**src/rtl/mem_bus_sequencer.sv**
```systemverilog
// Converts single-cycle word requests into the multiplexed SRAM pad protocol:
// chained 7-bit address-latch strobes, then a strobed nibble data phase per beat.
module mem_bus_sequencer #(
  parameter int ADDR_W     = 7,
  parameter int BEATS_LOG2 = 0,
  parameter int SETTLE     = 1,
  localparam int DATA_W    = 4 << BEATS_LOG2
) (
  input  logic              clk,
  input  logic              rst,
  input  logic              req,
  input  logic              we,
  input  logic [ADDR_W-1:0] addr,
  input  logic [DATA_W-1:0] wdata,
  output logic              ready,
  output logic              ack,
  output logic [DATA_W-1:0] rdata,
  output logic [7:0]        pad_out,
  input  logic [3:0]        pad_in,
  output logic [2:0]        state_dbg
);
  // Handshake: a request transfers on a rising edge where req && ready;
  // ready is high in IDLE and in the one-cycle DONE (ack) state.
  localparam int NA_W = ADDR_W + BEATS_LOG2;
  localparam int NA   = (NA_W + 6) / 7;
  localparam int NB   = 1 << BEATS_LOG2;
  localparam int BW   = (BEATS_LOG2 > 0) ? BEATS_LOG2 : 1;
  localparam int LA_W = NA * 7;

  typedef enum logic [2:0] {
    S_IDLE  = 3'd0,
    S_ADDR  = 3'd1,
    S_DATA  = 3'd2,
    S_RECOV = 3'd3,
    S_DONE  = 3'd4
  } state_t;

  state_t              state_q, state_d;
  logic                we_q, we_d;
  logic [ADDR_W-1:0]   addr_q, addr_d;
  logic [DATA_W-1:0]   wdata_q, wdata_d;
  logic [BW-1:0]       beat_q, beat_d;
  logic [2:0]          phase_q, phase_d;
  logic [3:0]          settle_q, settle_d;
  logic [DATA_W-1:0]   rbuf_q, rbuf_d;
  logic [DATA_W-1:0]   rdata_q, rdata_d;

  logic [LA_W-1:0]     na;
  logic [3:0]          wnib;
  logic [DATA_W-1:0]   rd_merged;
  logic                last_beat;
  logic                beat_end;

  always_comb begin
    state_d   = state_q;
    we_d      = we_q;
    addr_d    = addr_q;
    wdata_d   = wdata_q;
    beat_d    = beat_q;
    phase_d   = phase_q;
    settle_d  = settle_q;
    rbuf_d    = rbuf_q;
    rdata_d   = rdata_q;
    ready     = 1'b0;
    ack       = 1'b0;
    pad_out   = 8'h30;
    beat_end  = 1'b0;
    na        = (LA_W'(addr_q) << BEATS_LOG2) | LA_W'(beat_q);
    wnib      = 4'(wdata_q >> (4 * beat_q));
    last_beat = (beat_q == BW'(NB - 1));
    rd_merged = (rbuf_q & ~(DATA_W'(4'hF) << (4 * beat_q)))
              | (DATA_W'(pad_in) << (4 * beat_q));

    case (state_q)
      S_IDLE, S_DONE: begin
        ready   = 1'b1;
        ack     = (state_q == S_DONE);
        state_d = S_IDLE;
        if (req) begin
          state_d  = S_ADDR;
          we_d     = we;
          addr_d   = addr;
          wdata_d  = wdata;
          beat_d   = '0;
          phase_d  = '0;
          settle_d = '0;
        end
      end
      S_ADDR: begin
        // Most-significant chunk first; the external latch chain shifts per strobe.
        pad_out = {1'b1, 7'(na >> (7 * (NA - 1 - int'(phase_q))))};
        if (phase_q == 3'(NA - 1)) begin
          phase_d  = '0;
          settle_d = '0;
          state_d  = S_DATA;
        end else begin
          phase_d = phase_q + 3'd1;
        end
      end
      S_DATA: begin
        pad_out = we_q ? {4'b0001, wnib} : 8'h20;
        if (settle_q == 4'(SETTLE - 1)) begin
          if (we_q) begin
            state_d = S_RECOV;
          end else begin
            rbuf_d   = rd_merged;
            beat_end = 1'b1;
            if (last_beat) rdata_d = rd_merged;
          end
        end else begin
          settle_d = settle_q + 4'd1;
        end
      end
      S_RECOV: begin
        pad_out  = {4'b0011, wnib};
        beat_end = 1'b1;
      end
      default: state_d = S_IDLE;
    endcase

    // Beat counter wraps inside the word; it never carries into the address.
    if (beat_end) begin
      if (last_beat) begin
        state_d = S_DONE;
        beat_d  = '0;
      end else begin
        state_d = S_ADDR;
        beat_d  = beat_q + BW'(1);
      end
    end
  end

  always_ff @(posedge clk) begin
    if (rst) begin
      state_q  <= S_IDLE;
      we_q     <= 1'b0;
      addr_q   <= '0;
      wdata_q  <= '0;
      beat_q   <= '0;
      phase_q  <= '0;
      settle_q <= '0;
      rbuf_q   <= '0;
      rdata_q  <= '0;
    end else begin
      state_q  <= state_d;
      we_q     <= we_d;
      addr_q   <= addr_d;
      wdata_q  <= wdata_d;
      beat_q   <= beat_d;
      phase_q  <= phase_d;
      settle_q <= settle_d;
      rbuf_q   <= rbuf_d;
      rdata_q  <= rdata_d;
    end
  end

  assign rdata     = rdata_q;
  assign state_dbg = state_q;
endmodule

```
**config.mk**
```make
export PLATFORM = sky130hd
export DESIGN_NAME = mem_bus_sequencer
export DESIGN_NICKNAME = d
export VERILOG_FILES = /design/src/rtl/mem_bus_sequencer.sv
export SDC_FILE = /design/constraint.sdc
export NUM_CORES = 1
export LEC_CHECK = 0
export ABC_AREA = 1
export BUFFER_PORTS_ARGS = -buffer_cell sky130_fd_sc_hd__buf_4
export CORE_MARGIN = 4
export CORE_UTILIZATION = 35
export DETAILED_ROUTE_END_ITERATION = 7
export PLACE_DENSITY = 0.65
export SLEW_MARGIN = 20
export SYNTH_ARGS = -nofsm -noshare
export SYNTH_HDL_FRONTEND = slang
export SYNTH_SLANG_ARGS = --single-unit
```
**constraint.sdc**
```tcl
create_clock -name clk -period 7.7 [get_ports clk]
set_input_delay 1.155 -clock clk [delete_from_list [all_inputs] [get_ports clk]]
set_output_delay 1.155 -clock clk [all_outputs]
set_load 0.01 [all_outputs]
```
==> impl_metrics.yaml <==
die:
  io_pins: 36
  die-width_um: 73.03
  design.core.area_mm2: 0.004058
  rows: 23
  die_h_um: 73.03
  initial_utilization: 0.3648
  fp.dieArea_mm2: 0.005333
clock_tree:
  clockRootBuffer: "clkbuf_8"
  cts_made_buffers: 3
  h-tree-depth: 1
  cts_tree: "yes"
  cts_hold_buffers: 0
  clkTransAtPathRegs_ps: 90
  cts_setup_buffers: 0
  cts_resized: 0
  cts_buffer_depth: 2
  insertion_delay_ps: 270
  cts.sinks: 26
hold_path:
  hp-class: "flip-flop to flip-flop"
logic_synthesis:
  synth_mux_area_frac: 0
  synthCells: 216
  synth_fp_nets: 248
  yosysWarnings: 0
  synth-compound-area-share: 0.1234
  synth_xor_area_frac: 0.005917
  synthAdderAreaFrac: 0.1099
  yosysUniqueCellTypes: 22
  async_reset_ff_frac: 0
  synth-seq-cells: 26
  syn_area_mm2: 0.001480
  synthFlopType: "dfxtp_1"
  synth-simple-area-share: 0.3271
  synth_seq_area_share: 0.3516
  synth_top_family_by_area: "simple AND/OR/NAND/NOR gates"
  postSynthAreaPerCell_um2: 6.853
  synth_edf_count: 0
flow_run:
  cap_violations: 0
global_routing:
  grt_first_pass_wirelength_um: 5526
  grt_max_degree: 19
  antenna_found_initial: 0
  grtUsageTotal: 0.1279
  grt_pass1_vias: 1316
  grt-ovfl-total: 0
detailed_routing:
  viasPerCell: 4.688
  wl_met2_um: 1504
  drcViolationCount: 0
  drt-pass1-iter-count: 4
  first_iter_violations: 38
  route.top_layer_used: "met4"
  ant_nets: 0
  dr_wl_met3_um: 125
  via_count: 1411
  wl_met1_um: 1597
  wire_per_inst_um: 10.94
  totalWireLength_um: 3292
worst_setup_path:
  cp-start-kind: "flip-flop"
  crit_required_ps: 6550
  crit_type: "flip-flop to primary output"
  reg2reg_to: "settle_q[0]"
  crit_path_max_fanout: 8
  crit_arrival_ps: 3230
  worst-path-buf-inv: 5
  reg2reg_from: "phase_q[0]"
  cpMaxStageDelayCell: "dfxtp_1"
  reg2regPathDepth: 8
  cp.depth: 14
  endpoint: "pad_out[4]"
  crit_start: "phase_q[0]"
  crit_top_cell: "ha_1"
  max_stage_delay_ps: 470
  end_kind: "primary output"
  critPathTopFamily: "adder cells"
  crit_chain: "inv_1 -> ha_1 -> ha_1 -> ha_1 -> inv_1 -> ha_1 -> ha_1 -> ha_1 -> nor2_2 -> inv_1 -> nor2_1 -> inv_1 -> o21ai_0 -> buf_4"
  reg2reg_slack_ps: 6040
pwr:
  p_sw_uw: 235.6
  power_switching_share: 0.4208
  power.total_uw: 559.9
  seqPwrFrac: 0.356
  irDropWorstVdd_v: 0.0001576
  p_leak_uw: 0.0009004
  power_density_mw_per_mm2: 303.6
  p_int_uw: 324.2
  clkPwrFrac: 0.159
  power_frac_comb: 0.485
sta:
  relSlewSlack: 0.6753
  slew_viol_final: 0
  rsz0062_at_grt: "no"
  setup_tns_ps: 0
  finalHoldViolCount: 0
  finClkSkew_ps: 2.665
  setup_viol: 0
  finalCritPeriodShare: 0.5691
  fmax_mhz: 228.2
  tightest_slew_ps: 485.8
  period_needed_ps: 4382
  fin_hold_ws_ps: 490.0
finish:
  drive_gt1_frac: 0.1992
  antenna_cells: 0
  fin_nets: 284
  area_growth_pct: 24.60
  final_area_mm2: 0.001844
placed_design:
  port_buffers: 35
  routabilityCongestion: 0.9179
  place_area_mm2: 0.001789
  place_hpwl_um: 2571
outcome:
  status: "complete, no violations"
## synth_stat cells (2+ instances only)
cell type,n,area share
a21oi_1,14,0.047
clkbuf_1,3,0.0076
dfxtp_1,26,0.35
ha_1,13,0.11
inv_1,26,0.066
inv_2,2,0.0051
nand2_1,40,0.10
nand3_1,9,0.030
nand3_2,2,0.014
nand4_1,6,0.025
nor2_1,40,0.10
nor2_2,4,0.017
nor3_1,3,0.010
o21ai_0,16,0.054
o21ai_1,5,0.017
## registers in the layout, indices dropped and copies added (netlist names)
register / flops
addr_q: 7
phase_q: 3
rdata: 4
settle_q: 4
state_dbg: 3
wdata_q: 4
we_q: 1
## power by group through the flow
stage | clock network (uW) | registers (uW) | logic (uW)
2_1_floorplan | 0 | 204 | 167
3_3_place_gp | 0 | 202 | 270
3_5_place_dp | 0 | 202 | 272
4_1_cts | 92.0 | 200 | 274
5_1_grt | 94.3 | 205 | 306
6_report | 89.2 | 199 | 272
## placed cells by master, fill, tap and decap left out, drive strengths merged
cell     n
a21oi   14
buf     35
clkbuf   4
dfxtp   26
ha      13
inv     28
nand2   41
nand3   11
nand3b   1
nand4    6
nor2    45
nor3     4
o21ai   21
o31ai    1
xnor2    1
## layer usage
metal | GRT usage | vias to the layer above
met3 | 0.01653 | 6
li1 | - | 762
met4 | 0.05533 | 0
met1 | 0.1619 | 612
met2 | 0.2155 | 31
met5 | 0 | -
## final cells by class
class	count	area (um^2)
Sequential cell	26	520.5
Inverter	28	105.1
Timing Repair Buffer	35	262.8
Tap cell	50	62.56
Multi-Input combinational cell	158	838.3
Fill cell	410	2213
Clock buffer	4	55.05
## tightest hold or removal path, cell delays in order (launching register included)
cell,delay (ps)
dfxtp_1,330
nand2_1,60
a21oi_1,50
## worst min-delay path by stage
stage	slack, ps	endpoint	depth (start not counted)	from
2_1_floorplan	450	wdata_q[3]	2	wdata_q[3]
3_3_place_gp	470	wdata_q[3]	2	wdata_q[3]
3_5_place_dp	480	wdata_q[3]	2	wdata_q[3]
4_1_cts	490	settle_q[3]	2	settle_q[3]
5_1_grt	500	settle_q[3]	2	settle_q[3]
6_report	490	settle_q[3]	2	settle_q[3]
## cells by family (layout without fill, tap and decap cells)
logic type | Yosys count | after routing
xor gates and xnor gates | 1 | 1
buffers and inverters | 32 | 67
AOI/OAI and AO/OA | 36 | 36
and+or+nand+nor | 108 | 108
adders and majority gates | 13 | 13
DFF | 26 | 26
## per-stage QoR
| stage | setup slack, ps | cells | utilization |
|---|---|---|---|
| floorplan | 3834 | 216 | - |
| CTS | 3309 | 301 | 0.4545 |
| global placement | 3719 | 297 | 0.4410 |
| global route | 3084 | 301 | 0.4545 |
| finish | 3318 | 301 | 0.4545 |
| detailed placement | 3628 | 297 | 0.4410 |
Power figures use the tool's default switching activity.
